## config.mk

```make
export PLATFORM = sky130hd
export DESIGN_NAME = collision_scan_ctrl_flat
export DESIGN_NICKNAME = d
export VERILOG_FILES = /design/src/rtl/collision_scan_ctrl_pkg.sv /design/src/rtl/collision_scan_ctrl_if.sv /design/src/rtl/collision_scan_ctrl_aabb.sv /design/src/rtl/collision_scan_ctrl.sv /design/src/flat_wrapper.sv
export SDC_FILE = /design/constraint.sdc
export NUM_CORES = 1
export LEC_CHECK = 0
export ABC_AREA = 1
export BUFFER_PORTS_ARGS = -buffer_cell sky130_fd_sc_hd__buf_2
export CAP_MARGIN = 5
export CORE_MARGIN = 2
export CORE_UTILIZATION = 35
export CTS_BUF_LIST = sky130_fd_sc_hd__clkbuf_4 sky130_fd_sc_hd__clkbuf_8
export DETAILED_ROUTE_END_ITERATION = 8
export GPL_TIMING_DRIVEN = 0
export HOLD_SLACK_MARGIN = 0.1
export PLACE_DENSITY_LB_ADDON = 0.08
export RECOVER_POWER = 100
export SLEW_MARGIN = 0
export SYNTH_ARGS = -nofsm -noshare
export SYNTH_HDL_FRONTEND = slang
export SYNTH_SLANG_ARGS = --single-unit
```

## constraint.sdc

```tcl
create_clock -name i_Clk -period 2 [get_ports i_Clk]
set_input_delay 0.4 -clock i_Clk [delete_from_list [all_inputs] [get_ports i_Clk]]
set_output_delay 0.4 -clock i_Clk [all_outputs]
set_load 0.005 [all_outputs]
```

## src/rtl/collision_scan_ctrl_pkg.sv

```systemverilog
// Shared constants and state encoding for the frog/car collision scan path.
package collision_scan_ctrl_pkg;

    localparam int unsigned DEF_TILE_SIZE = 32;
    localparam int unsigned COORD_W       = 10;
    localparam int unsigned CAR_Y_W       = 9;
    // One extra bit so coordinate + tile size never wraps
    localparam int unsigned OVL_W         = COORD_W + 1;

    typedef enum logic [1:0] {
        ST_IDLE    = 2'd0,
        ST_FETCH   = 2'd1,
        ST_COMPARE = 2'd2,
        ST_DONE    = 2'd3
    } scan_state_e;

endpackage

```

## src/rtl/collision_scan_ctrl_if.sv

```systemverilog
// Car-position store read port: strobe + slot index out, position back one cycle later.
interface collision_scan_ctrl_if
    import collision_scan_ctrl_pkg::*;
#(
    parameter int unsigned IDX_W = 2
);
    logic               o_Car_Rd;
    logic [IDX_W-1:0]   o_Car_Idx;
    logic [COORD_W-1:0] i_Car_X;
    logic [CAR_Y_W-1:0] i_Car_Y;

    modport master (output o_Car_Rd, o_Car_Idx, input  i_Car_X, i_Car_Y);
    modport slave  (input  o_Car_Rd, o_Car_Idx, output i_Car_X, i_Car_Y);
endinterface

```

## src/rtl/collision_scan_ctrl_aabb.sv

```systemverilog
// Strict axis-aligned overlap test of two equal square tiles; touching edges are not a hit.
module aabb_overlap #(
    parameter int unsigned TILE_SIZE = 32,
    parameter int unsigned W         = 11
) (
    input  logic [W-1:0] a_x,
    input  logic [W-1:0] a_y,
    input  logic [W-1:0] b_x,
    input  logic [W-1:0] b_y,
    output logic         overlap_c
);
    localparam logic [W-1:0] TILE = W'(TILE_SIZE);

    assign overlap_c = (a_x < b_x + TILE) && (b_x < a_x + TILE) &&
                       (a_y < b_y + TILE) && (b_y < a_y + TILE);
endmodule

```

## src/rtl/collision_scan_ctrl.sv

```systemverilog
// Once-per-frame scan of all car slots against a latched frog tile, sharing one comparator.
module collision_scan_ctrl
    import collision_scan_ctrl_pkg::*;
#(
    parameter int unsigned TILE_SIZE = DEF_TILE_SIZE,
    parameter int unsigned C_NB_CARS = 4,
    localparam int unsigned IDX_W    = (C_NB_CARS > 1) ? $clog2(C_NB_CARS) : 1
) (
    input  logic                  i_Clk,
    input  logic                  i_Rst_L,
    input  logic                  i_Frame_Start,
    input  logic [COORD_W-1:0]    i_Frog_X,
    input  logic [COORD_W-1:0]    i_Frog_Y,
    collision_scan_ctrl_if.master car_bus,
    output logic                  o_Busy,
    output logic                  o_Done,
    output logic                  o_Has_Collided,
    output logic [IDX_W-1:0]      o_Hit_Idx,
    output logic                  o_Overrun
);
    localparam logic [IDX_W-1:0] LAST_IDX = IDX_W'(C_NB_CARS - 1);

    scan_state_e        state_q, state_d;
    logic [IDX_W-1:0]   idx_q, idx_d;
    logic [COORD_W-1:0] frog_x_q, frog_x_d, frog_y_q, frog_y_d;
    logic               hit_q, hit_d;
    logic [IDX_W-1:0]   hit_idx_acc_q, hit_idx_acc_d;
    logic               car_rd_q, car_rd_d;
    logic [IDX_W-1:0]   car_idx_q, car_idx_d;
    logic               busy_q, busy_d;
    logic               done_q, done_d;
    logic               coll_q, coll_d;
    logic [IDX_W-1:0]   hit_idx_q, hit_idx_d;
    logic               overrun_q, overrun_d;
    logic               overlap_c;

    aabb_overlap #(
        .TILE_SIZE (TILE_SIZE),
        .W         (OVL_W)
    ) u_overlap (
        .a_x       (OVL_W'(frog_x_q)),
        .a_y       (OVL_W'(frog_y_q)),
        .b_x       (OVL_W'(car_bus.i_Car_X)),
        .b_y       (OVL_W'(car_bus.i_Car_Y)),
        .overlap_c (overlap_c)
    );

    always_ff @(posedge i_Clk or negedge i_Rst_L) begin
        if (!i_Rst_L) state_q <= ST_IDLE;
        else          state_q <= state_d;
    end

    // Next state, scan datapath and next values of every registered output
    always_comb begin
        state_d       = state_q;
        idx_d         = idx_q;
        frog_x_d      = frog_x_q;
        frog_y_d      = frog_y_q;
        hit_d         = hit_q;
        hit_idx_acc_d = hit_idx_acc_q;
        coll_d        = coll_q;
        hit_idx_d     = hit_idx_q;
        overrun_d     = i_Frame_Start && (state_q != ST_IDLE);

        case (state_q)
            ST_IDLE: begin
                if (i_Frame_Start) begin
                    frog_x_d      = i_Frog_X;
                    frog_y_d      = i_Frog_Y;
                    idx_d         = '0;
                    hit_d         = 1'b0;
                    hit_idx_acc_d = '0;
                    state_d       = ST_FETCH;
                end
            end
            ST_FETCH: state_d = ST_COMPARE;
            ST_COMPARE: begin
                if (overlap_c && !hit_q) begin
                    hit_d         = 1'b1;
                    hit_idx_acc_d = idx_q;
                end
                if (idx_q == LAST_IDX) begin
                    state_d = ST_DONE;
                end else begin
                    idx_d   = idx_q + IDX_W'(1);
                    state_d = ST_FETCH;
                end
            end
            ST_DONE: state_d = ST_IDLE;
            default: state_d = ST_IDLE;
        endcase

        // Outputs are decoded from the next state so they line up with the state cycle
        car_rd_d  = (state_d == ST_FETCH);
        car_idx_d = idx_d;
        busy_d    = (state_d != ST_IDLE);
        done_d    = (state_d == ST_DONE);
        if (state_d == ST_DONE) begin
            coll_d    = hit_d;
            hit_idx_d = hit_idx_acc_d;
        end
    end

    always_ff @(posedge i_Clk or negedge i_Rst_L) begin
        if (!i_Rst_L) begin
            idx_q         <= '0;
            frog_x_q      <= '0;
            frog_y_q      <= '0;
            hit_q         <= 1'b0;
            hit_idx_acc_q <= '0;
            car_rd_q      <= 1'b0;
            car_idx_q     <= '0;
            busy_q        <= 1'b0;
            done_q        <= 1'b0;
            coll_q        <= 1'b0;
            hit_idx_q     <= '0;
            overrun_q     <= 1'b0;
        end else begin
            idx_q         <= idx_d;
            frog_x_q      <= frog_x_d;
            frog_y_q      <= frog_y_d;
            hit_q         <= hit_d;
            hit_idx_acc_q <= hit_idx_acc_d;
            car_rd_q      <= car_rd_d;
            car_idx_q     <= car_idx_d;
            busy_q        <= busy_d;
            done_q        <= done_d;
            coll_q        <= coll_d;
            hit_idx_q     <= hit_idx_d;
            overrun_q     <= overrun_d;
        end
    end

    assign car_bus.o_Car_Rd  = car_rd_q;
    assign car_bus.o_Car_Idx = car_idx_q;
    assign o_Busy            = busy_q;
    assign o_Done            = done_q;
    assign o_Has_Collided    = coll_q;
    assign o_Hit_Idx         = hit_idx_q;
    assign o_Overrun         = overrun_q;
endmodule

```

## src/flat_wrapper.sv

```systemverilog
// flat-port wrapper written by rule: the top's interface ports become plain ports
module collision_scan_ctrl_flat import collision_scan_ctrl_pkg::*;
#(
    parameter int unsigned TILE_SIZE = DEF_TILE_SIZE,
    parameter int unsigned C_NB_CARS = 4,
    localparam int unsigned IDX_W    = (C_NB_CARS > 1) ? $clog2(C_NB_CARS) : 1
)
  (i_Clk, i_Rst_L, i_Frame_Start, i_Frog_X, i_Frog_Y, o_Busy, o_Done, o_Has_Collided, o_Hit_Idx, o_Overrun, car_bus_o_Car_Rd, car_bus_o_Car_Idx, car_bus_i_Car_X, car_bus_i_Car_Y);
  collision_scan_ctrl_if #(.IDX_W((2))) car_bus_i ();
  input  logic i_Clk;
  input  logic i_Rst_L;
  input  logic i_Frame_Start;
  input  logic [COORD_W-1:0] i_Frog_X;
  input  logic [COORD_W-1:0] i_Frog_Y;
  output logic o_Busy;
  output logic o_Done;
  output logic o_Has_Collided;
  output logic [IDX_W-1:0] o_Hit_Idx;
  output logic o_Overrun;
  output wire logic [$bits(car_bus_i.o_Car_Rd)-1:0] car_bus_o_Car_Rd;
  output wire logic [$bits(car_bus_i.o_Car_Idx)-1:0] car_bus_o_Car_Idx;
  input wire logic [$bits(car_bus_i.i_Car_X)-1:0] car_bus_i_Car_X;
  input wire logic [$bits(car_bus_i.i_Car_Y)-1:0] car_bus_i_Car_Y;
  assign car_bus_o_Car_Rd = car_bus_i.o_Car_Rd;
  assign car_bus_o_Car_Idx = car_bus_i.o_Car_Idx;
  assign car_bus_i.i_Car_X = car_bus_i_Car_X;
  assign car_bus_i.i_Car_Y = car_bus_i_Car_Y;
  collision_scan_ctrl #(.TILE_SIZE(TILE_SIZE), .C_NB_CARS(C_NB_CARS)) u_core (.i_Clk(i_Clk), .i_Rst_L(i_Rst_L), .i_Frame_Start(i_Frame_Start), .i_Frog_X(i_Frog_X), .i_Frog_Y(i_Frog_Y), .car_bus(car_bus_i), .o_Busy(o_Busy), .o_Done(o_Done), .o_Has_Collided(o_Has_Collided), .o_Hit_Idx(o_Hit_Idx), .o_Overrun(o_Overrun));
endmodule
```

=== Yosys cells after proc, flatten, opt, wreduce, memory -nomap -nowiden ===
Index checks and enable logic that the tools add are counted.

* Reductions and logical operators: 12
* $lt $le $gt $ge: 4
* Add/subtract/negate cells: 5
* Muxes and demuxes: 12
* Eq/ne operators: 8

{| class="wikitable"
|+ Operators with widths
! cell !! number
|-
| $add A10 B6 Y11 const B || 3
|-
| $lt A10 B11 Y1 || 2
|-
| $mux W2 || 6
|-
| $lt A9 B11 Y1 || 1
|-
| $add A9 B6 Y10 const B || 1
|-
| $lt A10 B10 Y1 || 1
|-
| $eq A2 B2 Y1 const B || 4
|-
| $pmux W2 S2 || 2
|-
| $pmux W2 S4 || 1
|-
| $reduce_bool A2 Y1 || 3
|-
| $logic_and A1 B1 Y1 || 5
|-
| $eq A2 B1 Y1 const B || 2
|-
| $ne A2 B2 Y1 const B || 2
|-
| $reduce_and A3 Y1 || 1
|-
| $add A2 B1 Y2 const B || 1
|-
| $logic_not A2 Y1 || 1
|-
| $mux W1 || 2
|-
| $pmux W1 S2 || 1
|-
| $reduce_and A2 Y1 || 1
|-
| $logic_not A1 Y1 || 1
|}

* Word-level logic and storage cells: 53
* Input port bits: 42
* Output and inout port bits: 9
* Register bits after elaboration: 34

=== Longest topological paths before layout ===
Gate-level depths: netlist of run 1.

* Depth in word-level cells: 8
* Gate-level depth with buffers: 17
* Mapped depth without buffers: 17

=== Hierarchy ===
A second synthesis of run 1 with hierarchy kept.

* Cell total of the unflattened synthesis: 349
* Area total of the unflattened synthesis: 2697.6 µm²

{| class="wikitable"
|+ By module, submodules not included
! module !! seq. area each (µm²) !! area each (µm²) !! cells each !! instances
|-
| collision_scan_ctrl || 850.8 || 1426.4 || 149 || 1
|-
| aabb_overlap || 0.0 || 1271.2 || 200 || 1
|}

=== Least setup slack after synthesis of run 1 ===
Ideal clock, no wire load.

* Path type: reg-to-reg
* Start: reg u_core.frog_y_q[5]
* End: reg u_core.hit_idx_q[0], in the netlist u_core.o_Hit_Idx[0]
* Period minus slack after synthesis: 1.999 ns
* Stages on the path, launching flop included: 16
* Path buffers: 0
* Data arrival time: 1.883 ns
* Path slack: 0.001 ns
* Data required time: 1.884 ns
* Library setup time: 0.116 ns
* Cells stage by stage: dfrtp_1 ha_1 inv_1 ha_1 nand2_1 inv_1 nand2_1 nand2_1 a21oi_2 nor2_4 nor3_2 nand4_1 nand3_1 nand2_2 nand2_1 nand2_1

* Cells in the longest elaborated chain, start to end: 6
* Elaborated cells between the ends (all ways): 8
* Those cells by class: add/sub: 1; order compare: 2; mux: 2; reduce/logical: 3

{| class="wikitable"
|+ RTL lines
! what !! RTL line !! source
|-
| start: declaration || collision_scan_ctrl.sv:25 || <nowiki>logic [COORD_W-1:0] frog_x_q, frog_x_d, frog_y_q, frog_y_d;</nowiki>
|-
| start signal: assignment || collision_scan_ctrl.sv:121 || <nowiki>frog_y_q <= frog_y_d;</nowiki>
|-
| $add A10 B6 Y11 / $lt A10 B10 Y1 (equally long branches) || collision_scan_ctrl_aabb.sv:15 || <nowiki>(a_y < b_y + TILE) && (b_y < a_y + TILE);</nowiki>
|-
| $lt A9 B11 Y1 / $logic_and A1 B1 Y1 (equally long branches) || collision_scan_ctrl_aabb.sv:15, collision_scan_ctrl_aabb.sv:14 ||
|-
| $logic_and A1 B1 Y1 (*) || collision_scan_ctrl_aabb.sv:15 ||
|-
| $logic_and A1 B1 Y1 (*) || collision_scan_ctrl.sv:78 || <nowiki>if (overlap_c && !hit_q) begin</nowiki>
|-
| $mux W2 (*) || collision_scan_ctrl.sv:78 ||
|-
| $pmux W2 S2 (*) || collision_scan_ctrl.sv:65 || <nowiki>case (state_q)</nowiki>
|-
| net u_core.hit_idx_acc_d[0] || collision_scan_ctrl.sv:27 || <nowiki>logic [IDX_W-1:0] hit_idx_acc_q, hit_idx_acc_d;</nowiki>
|-
| end signal: assignment || collision_scan_ctrl.sv:129 || <nowiki>hit_idx_q <= hit_idx_d;</nowiki>
|-
| end: declaration || collision_scan_ctrl.sv:33 || <nowiki>logic [IDX_W-1:0] hit_idx_q, hit_idx_d;</nowiki>
|}

Mark *: on every way through the listed nets, which the timed path passes. The rest lies on a longest branch.
A chain may end at the register's enable or synchronous reset.

=== Worst setup path in the final report of run 1 ===
Same ends and word-level chain as after synthesis.

==> results.cfg, run 1 <==
[synth]
synth_top_area_share_pct = 34.41
async_flop_share_pct = 100.0
ys_top_cells_by_area = dfrtp_1, ha_1, nand2_1, inv_1, o21ai_0
syn-num-nets = 405
syn_area_um2 = 2472
ys_ff_latch = 34
synth_edf_count = 0
synthTopCellsByCount = nand2_1, inv_1, ha_1
seq_area_frac_synth_pct = 34.41
yosysWarnings = 0
ys_types = 22
netlist_instances = 325
synth_ff_type = dfrtp_1
synth_most_common_cell = nand2_1
avgSynthCellArea_um2 = 7.607
yosysTopAreaCell = dfrtp_1

[cts]
holdBufCountCts = 0
cts_buffers = 5
clkSinkCount = 34
htree_levels = 2
cts_tree = built
cts-root-buf = clkbuf_8
path_clk_slew_ps = 70
clk_latency_ps = 280
clockBufferDepth = 2

[floorplanning]
rows = 30
die_area_um2 = 7752
initial_core_util_pct = 36.19
ios = 51
fp.dieH_um = 88.05
die_w_um = 88.05
core_um2 = 6832

[finish]
area_delta_synth_final_pct = 30.82
drive_above_1_share_pct = 28.06
fillers = 716
antenna_cells = 0
multiInputGateArea_um2 = 1593
fin_cells = 488
final_area_um2 = 3234
regArea_um2 = 853.3
nets = 471

[place]
io_buffer_count = 50
placed_cells = 471
dp_hpwl_um = 4148
gp_congestion = 0.7995
placed_cell_area_um2 = 2843

[worst_setup_path]
path_max_fanout = 3
setup.worst_path.start_class = flip-flop
crit_required_ps = 2180
cp_slowest_cell = dfrtp_1
r2r-end = u_core.o_Hit_Idx[0]
crit_path_end = u_core.o_Hit_Idx[0]
worstSetupPathType = flip-flop to flip-flop
cp-startpoint = u_core.frog_y_q[5]
cp_slowest_stage_delay_ps = 400
cp-end-kind = flip-flop
crit_chain = buf_6, ha_4, inv_2, ha_4, nand2_4, inv_2, nand2_2, nand2_2, a21oi_4, nor2_4, nor3_4, nand4_1, nand3_1, nand2_2, nand2_1, nand2_1
rrSetupSlack_ps = -90
r2r-start = u_core.frog_y_q[5]
arrival_ps = 2270
cpMostUsedCell = nand2_2
r2r_cells = 16

[routing]
first_pass_iters = 4
avgRoutedWirePerCell_um = 11.16
drt-initial-drc-count = 45
vias_per_cell = 4.373
ant_nets = 0
routed_wl_um = 5444
dr_total_vias = 2134
drc = 0

[timing]
relSlewSlack_pct = 41.29
worst_slew_pin_slew_ps = 880.6
fin_crit_sh_pct = 104.5
hold_viol_final = 0
finalSetupViolCount = 5
post-route-min-period_ps = 2090
fin_skew_ps = 3.242
drv_slew = 0
grt_setup_unrepaired = yes
max_freq_mhz = 478.5
finalWorstSetupSlack_ps = -89.95

[worst_hold_path]
hold_path_class = input port to async pin

[power]
clock_power_share_pct = 14.7
p_sw_uw = 1879
peakVddDrop_mv = 0.5576
p_int_uw = 2499
p_leak_uw = 0.001708
p_seq_share_pct = 28.8
pwr-share-comb_pct = 56.6
cellPowerDensity_nw_per_um2 = 1354
swShare_pct = 42.92

[global_routing]
grt_max_degree = 35
grt_pass1_vias = 2068
grt_use_total_pct = 15.35
grt_antenna_before_repair = 0
grt_pass1_wl_um = 9259
overflow = 0

[flow_run]
maxCapViolCount = 0

[run_status]
status = finished, violations left
violations = setup timing
-- power by group through the flow --
| stage | combinational (uW) | sequential, uW | clock [uW] |
|---|---|---|---|
| after floorplan | 1470 | 1220 | 0 |
| after global placement | 1920 | 1260 | 0 |
| after detailed placement | 1960 | 1270 | 0 |
| after CTS | 2240 | 1240 | 666 |
| after global routing | 2880 | 1310 | 693 |
| final | 2480 | 1260 | 643 |
-- worst min-delay path by stage --
stage | startpoint | to
3_3_place_gp | u_core.o_Hit_Idx[1] | u_core.o_Hit_Idx[1]
4_1_cts | i_Rst_L | u_core.frog_y_q[4]
3_5_place_dp | u_core.o_Hit_Idx[0] | u_core.o_Hit_Idx[0]
6_report | i_Rst_L | u_core.frog_y_q[4]
5_1_grt | i_Rst_L | u_core.o_Hit_Idx[1]
2_1_floorplan | i_Rst_L | u_core.car_bus.o_Car_Rd
-- layer usage --
| metal | wire length [um] | up-vias | track usage (%) |
|---|---|---|---|
| met2 | 2668 | 31 | 26.72 |
| met3 | 211 | 5 | 2.733 |
| li1 | - | 1144 | - |
| met5 | 0 | - | 0 |
| met1 | 2502 | 954 | 19.65 |
| met4 | 61 | 0 | 4.132 |
-- cells in the final DEF, fill, tap and decap left out, types with 2 or more instances in the layout --
cell type,instances
a21oi_1,8
buf_4,6
clkbuf_2,2
inv_2,5
a21oi_2,3
clkbuf_8,5
o21ai_2,4
nand2_4,2
buf_6,4
nor2_1,14
dfrtp_1,32
clkbuf_1,7
dfrtp_2,2
inv_1,51
a21o_1,3
ha_1,30
nand3_1,10
nor2_2,2
clkbuf_4,3
buf_2,42
nor2_4,3
xnor2_1,3
xor2_1,5
nand3_2,3
nand2_1,100
nand2_2,10
o21ai_0,15
nand4_1,3
ha_4,8
-- cell families (layout without fill, tap and decap cells) --
logic type / after synthesis / in the layout / share of synthesized area (%)
and+or+nand+nor: 149 / 149 / 25.61
buffers and inverters: 59 / 126 / 8.957
adders and majority gates: 38 / 38 / 19.23
AOI/OAI and AO/OA: 35 / 35 / 8.249
DFF: 34 / 34 / 34.41
xor gates and xnor gates: 10 / 10 / 3.542
-- critical path: cells and delay by family, from the launching register on --
| family | cells | cell delay, ps |
|---|---|---|
| flip-flops | 1 | 400 |
| buffers and inverters | 3 | 210 |
| AO/OA/AOI/OAI | 1 | 130 |
| adder cells (fa/ha/maj) | 2 | 480 |
| AND/OR/NAND/NOR | 10 | 770 |
-- stage by stage --
stage | utilization (%) | TNS [ps] | hold slack (ps) | worst slack, ps | power (uW)
3_3_place_gp | 41.61 | -1361 | 463.8 | -316.3 | 3180
3_5_place_dp | 41.61 | -1435 | 461.1 | -327.2 | 3226
6_report | 47.34 | -301.0 | 228.4 | -89.95 | 4378
4_1_cts | 45.29 | -132.0 | 223.6 | -68.54 | 4143
5_1_grt | 47.34 | -1096 | 305.2 | -259.5 | 4882
2_1_floorplan | - | 0 | 104.4 | 0.8853 | 2684
-- state kept, by name, summed over array words and instances, names as in the netlist --
signal                   count
u_core.car_bus.o_Car_Rd      1
u_core.frog_x_q             10
u_core.o_Has_Collided        1
u_core.hit_idx_acc_q         2
u_core.o_Busy                1
u_core.frog_y_q             10
u_core.state_q               2
u_core.o_Done                1
u_core.idx_q                 2
u_core.hit_q                 1
u_core.o_Overrun             1
u_core.o_Hit_Idx             2
-- timing repair --
action | CTS | global route
endpoints found under the hold margin | 0 | 0
setup buffers | 6 | 3
endpoints found under the setup margin | 5 | 10
cloned | 0 | 0
resized for setup | 17 | 30
pin swaps | 14 | 15
-- cell type report --
class                      count  share of cell area (%)
multi-input combinational    232                   49.25
tap                           96                   3.714
clock buffer                   7                   2.592
sequential                    34                   26.38
buffer                         3                  0.3868
timing repair buffer          59                   10.25
clock inverter                 1                  0.9284
inverter                      56                   6.499
(Power assumes the default switching activity.)
==> inputs of run 2 (changes only) <==
Settings changed: GPL_ROUTABILITY_DRIVEN set to 0, PLACE_DENSITY_LB_ADDON 0.08 to unset.
==> run 2 against run 1 <==
The flow still finishes with violations (setup timing). Core utilization fell by 1.9 points. Power fell by 7.6%. Non-clock buffer count fell by 1. Global-route usage fell by 0.69 points. Maximum frequency rose by 0.58%. Critical path depth fell by 3. Register-to-register slack barely moved. Sequential power barely moved. Cell area fell by 4.1%. Critical endpoint unchanged. Largest cell class unchanged.
==> results.cfg, run 2 (synthesized netlist as in run 1, its figures left out) <==
[place]
post-place-ws_ps = -354.3
dp_hpwl_um = 4119
io_buffer_count = 50

[routing]
dr_total_vias = 2173
highest_layer = met4
wl_met2_um = 2601
drt-initial-drc-count = 81
routed_wl_um = 5416
wl_met1_um = 2540
ant_nets = 0
met3WireLength_um = 177
drc = 0
vias_per_cell = 4.462
avgRoutedWirePerCell_um = 11.12
first_pass_iters = 4

[worst_setup_path]
r2r_cells = 13
cp_slowest_cell = dfrtp_2
r2r-start = u_core.frog_y_q[5]
arrival_ps = 2260
setup.worst_path.start_class = flip-flop
worstSetupPathType = flip-flop to flip-flop
cpMostUsedCell = nand2_1
crit_required_ps = 2180
path_max_fanout = 4
cp_slowest_stage_delay_ps = 470
cp-end-kind = flip-flop
cp-startpoint = u_core.frog_y_q[5]
crit_chain = buf_4, ha_4, a21o_1, nor2_1, nand2_1, nand2_1, nand2_2, nor3_4, nand4_1, nand3_1, nand2_2, nand2_1, nand2_1

[timing]
grt_setup_unrepaired = yes
worst_slew_pin_slew_ps = 859.4
finalWorstSetupSlack_ps = -77.87
max_freq_mhz = 481.3
fin_skew_ps = 2.224
relSlewSlack_pct = 42.71
fin_crit_sh_pct = 103.9
drv_slew = 0
post-route-min-period_ps = 2078
finalSetupViolCount = 2
tns_ps = -135.1
hold_viol_final = 0

[cts]
htree_levels = 2
cts_buffers = 5
cts-root-buf = clkbuf_8
clkSinkCount = 34
path_clk_slew_ps = 70
clk_latency_ps = 290
clockBufferDepth = 2
cts_tree = built
holdBufCountCts = 0

[global_routing]
grt_pass1_vias = 2064
grt_use_total_pct = 14.66
overflow = 0
grt_pass1_wl_um = 8804
grt_antenna_before_repair = 0
grt_max_degree = 35

[finish]
area_delta_synth_final_pct = 25.51
final_core_util_pct = 45.42
nets = 470
fillers = 713
antenna_cells = 0
regArea_um2 = 854.6
drive_above_1_share_pct = 24.30
top_regs = u_core.frog_x_q: 10 flops, u_core.frog_y_q: 10 flops
final_common_cell = nand2_1
multiInputGateArea_um2 = 1503
final_cell_mix = nand2_1, inv_1, buf_2

[run_status]
violations = setup timing
status = finished, violations left

[floorplanning]
ios = 51
rows = 30
initial_core_util_pct = 36.19
die_area_um2 = 7752
die_w_um = 88.05
core_um2 = 6832
fp.dieH_um = 88.05

[worst_hold_path]
hold_path_class = input port to async pin

[power]
p_leak_uw = 0.001659
cellPowerDensity_nw_per_um2 = 1304
peakVddDrop_mv = 0.4890

[flow_run]
maxCapViolCount = 0
==> run 2: cell count changes in the layout (fill, tap and decap cells not counted), moves of 2 or more <==
cell and delta:
nand3_1 +2, nand2_2 -2, nand2_1 +3, ha_4 -2, nand3_2 -2, a21oi_1 +3
buf_6 -4, buf_4 +4, clkbuf_4 -3, a21oi_2 -2
==> run 2: area by class of cell <==
cell class / count / share of cell area (%)
clock inverters: 2 / 0.4032
flip-flops and latches: 34 / 27.54
inverters: 56 / 6.774
plain buffers: 3 / 0.3629
multi-input cells: 232 / 48.43
well taps: 96 / 3.871
clock buffers: 6 / 2.661
repair buffers: 58 / 9.960
==> run 2: what timing repair did <==
item	CTS	global route
setup endpoints to repair	5	6
pin swaps	16	8
buffers inserted	6	2
gates resized for setup	18	6
==> run 2: worst max-delay path: cells and delay by family (launching register included) <==
| kind | cells | cell delay, ps |
|---|---|---|
| AND/OR/NAND/NOR | 10 | 930 |
| buffers and inverters | 1 | 170 |
| AO/OA/AOI/OAI | 1 | 170 |
| adder cells (fa/ha/maj) | 1 | 220 |
| flip-flops | 1 | 470 |
==> run 2: layer usage <==
| layer | track usage, % | vias up |
|---|---|---|
| met1 | 18.70 | 996 |
| met3 | 2.922 | 8 |
| met2 | 24.79 | 31 |
| met5 | 0 | - |
| li1 | - | 1138 |
| met4 | 5.096 | 0 |
==> run 2: where the power goes <==
| part | internal (uW) | switching, uW |
|---|---|---|
| Sequential | 1010 | 257 |
| Clock | 277 | 267 |
| Combinational | 968 | 1270 |
| Total | 2250 | 1790 |
==> run 2: final timing paths <==
path	to	slack, ps
worst min-delay path	u_core.o_Overrun	210
worst max-delay path	u_core.o_Hit_Idx[0]	-80
max in group asynchronous	u_core.frog_y_q[6]	1200
min in group i_Clk	u_core.frog_y_q[7]	300
worst min register to register	u_core.o_Hit_Idx[1]	480
worst max register to register	u_core.o_Hit_Idx[0]	-80
==> run 2: per-stage QoR <==
stage / hold WS [ps] / total power [uW] / instance area (um2) / cells
after floorplan: 104.4 / 2684 / 2472 / 325
after global placement: 464.1 / 3145 / 2843 / 471
after detailed placement: 473.8 / 3208 / 2843 / 471
after CTS: 208.8 / 3996 / 3077 / 485
after global routing: 289.2 / 4474 / 3103 / 487
final: 209.5 / 4045 / 3103 / 487
==> inputs of run 3 (changes only) <==
Clock period 2 ns to 2.1 ns, I/O delays scaled along.
==> run 3 against run 2 <==
The run now ends clean. Critical endpoint unchanged. Clock skew barely moved. Combinational power fell by 8%. Core utilization fell by 1.0 points. Largest power group unchanged.
==> results.cfg, run 3 (synthesized netlist as in run 1, its figures left out) <==
[place]
io_buffer_count = 50
placed_cell_area_um2 = 2843
dp_hpwl_um = 4119
post-place-ws_ps = -274.3

[global_routing]
grt_max_degree = 35
grt_pass1_vias = 2033
grt_antenna_before_repair = 0
overflow = 0
grt_pass1_wl_um = 8597
grt_use_total_pct = 14.26

[run_status]
status = finished clean

[finish]
drive_above_1_share_pct = 22.11
final_core_util_pct = 44.41
antenna_cells = 0
area_delta_synth_final_pct = 22.72
final_common_cell = nand2_1
final_area_um2 = 3034
nets = 468
top_regs = u_core.frog_x_q: 10 flops, u_core.frog_y_q: 10 flops
final_cell_mix = nand2_1, inv_1, buf_2

[worst_setup_path]
cp-end-kind = flip-flop
cp_slowest_cell = dfrtp_1
cp_slowest_stage_delay_ps = 420
cpMostUsedCell = nand2_1
worstSetupPathType = flip-flop to flip-flop
arrival_ps = 2270
cp_top_family = simple AND/OR/NAND/NOR gates
crit_chain = buf_4, buf_4, ha_4, a21o_1, nor2_1, nand2_1, nand2_1, nand2_2, nor3_4, nand4_1, nand3_1, nand2_2, nand2_1, nand2_1
path_max_fanout = 4
crit_required_ps = 2280
setup.worst_path.start_class = flip-flop
path_buf_inv = 2
rrSetupSlack_ps = 3

[cts]
cts_buffers = 5
path_clk_slew_ps = 70
clkSinkCount = 34
clk_latency_ps = 290
cts-root-buf = clkbuf_8
cts_tree = built
htree_levels = 2
clockBufferDepth = 2

[routing]
routed_wl_um = 5260
dr_total_vias = 2141
avgRoutedWirePerCell_um = 10.85
vias_per_cell = 4.414
ant_nets = 0
drt-initial-drc-count = 75
drc = 0
first_pass_iters = 4

[floorplanning]
rows = 30
ios = 51
die_area_um2 = 7752
core_um2 = 6832
fp.dieH_um = 88.05
die_w_um = 88.05
initial_core_util_pct = 36.19

[timing]
worst_slew_pin_slew_ps = 862.9
finalWorstSetupSlack_ps = 3.208
max_freq_mhz = 476.9
fin_skew_ps = 2.047
post-route-min-period_ps = 2097
hold_viol_final = 0
drv_slew = 0
finalSetupViolCount = 0
relSlewSlack_pct = 42.47
fin_crit_sh_pct = 99.85
grt_setup_unrepaired = yes

[power]
peakVddDrop_mv = 0.4128
cellPowerDensity_nw_per_um2 = 1239
p_leak_uw = 0.001659

[worst_hold_path]
hold_path_class = input port to async pin

[flow_run]
maxCapViolCount = 0
==> run 3: cell types whose count changed in the layout (fill, tap and decap cells not counted), sizes merged <==
cell / change
buf: -2
==> run 3: path summary, 6_finish.rpt <==
| kind | start | endpoint | cells after the start |
|---|---|---|---|
| max | u_core.frog_y_q[5] | u_core.o_Hit_Idx[0] | 14 |
| min | i_Rst_L | u_core.o_Overrun | 1 |
| max reg2reg | u_core.frog_y_q[5] | u_core.o_Hit_Idx[0] | 14 |
| min reg2reg | u_core.o_Hit_Idx[1] | u_core.o_Hit_Idx[1] | 2 |
| max in group asynchronous | i_Rst_L | u_core.frog_y_q[4] | 1 |
| min in group i_Clk | i_Frog_Y[5] | u_core.frog_y_q[5] | 3 |
==> run 3: area by class of cell <==
| cell class | count | area [um2] |
|---|---|---|
| multi-input cells | 232 | 1458 |
| well taps | 96 | 120.1 |
| flip-flops and latches | 34 | 850.8 |
| inverters | 56 | 210.2 |
| repair buffers | 56 | 289.0 |
| clock buffers | 6 | 82.58 |
| clock inverters | 2 | 12.51 |
| plain buffers | 3 | 11.26 |
| fillers | 711 | 3797 |
==> run 3: timing repair <==
action                                  CTS  global route
buffers inserted                          5             1
pin swaps                                 7             8
resized for setup                         6             5
hold buffers                              0             0
endpoints found under the setup margin    2             5
==> run 3: per-stage QoR <==
stage	setup TNS, ps	std cells	power (uW)	hold slack, ps
after global routing	-586.4	485	4176	311.4
after floorplan	0	325	2557	124.4
after global placement	-802.7	471	2995	464.1
after detailed placement	-962.9	471	3055	473.8
after CTS	0	484	3724	228.8
final	0	485	3759	230.5
==> run 3: per-layer routing <==
layer	part of all wire, %	track usage (%)	vias to the layer above
met3	3.4	2.922	8
met1	48	18.39	965
met2	47	23.76	31
li1	-	-	1137
met4	1.8	5.096	0
met5	0	0	-
==> run 3: where the power goes <==
part	internal (uW)	total (uW)	switching (uW)
Clock	264	517	254
Combinational	880	2070	1190
Sequential	955	1170	218
Total	2100	3760	1660
==> run 3: worst register-to-register path, cell delays in order, from the launching register on <==
cell     delay (ps)
dfrtp_1         420
buf_4           150
buf_4           130
ha_4            230
a21o_1          170
nor2_1          110
nand2_1          90
nand2_1          80
nand2_2          80
nor3_4          150
nand4_1         110
nand3_1         100
nand2_2          60
nand2_1          50
nand2_1          60
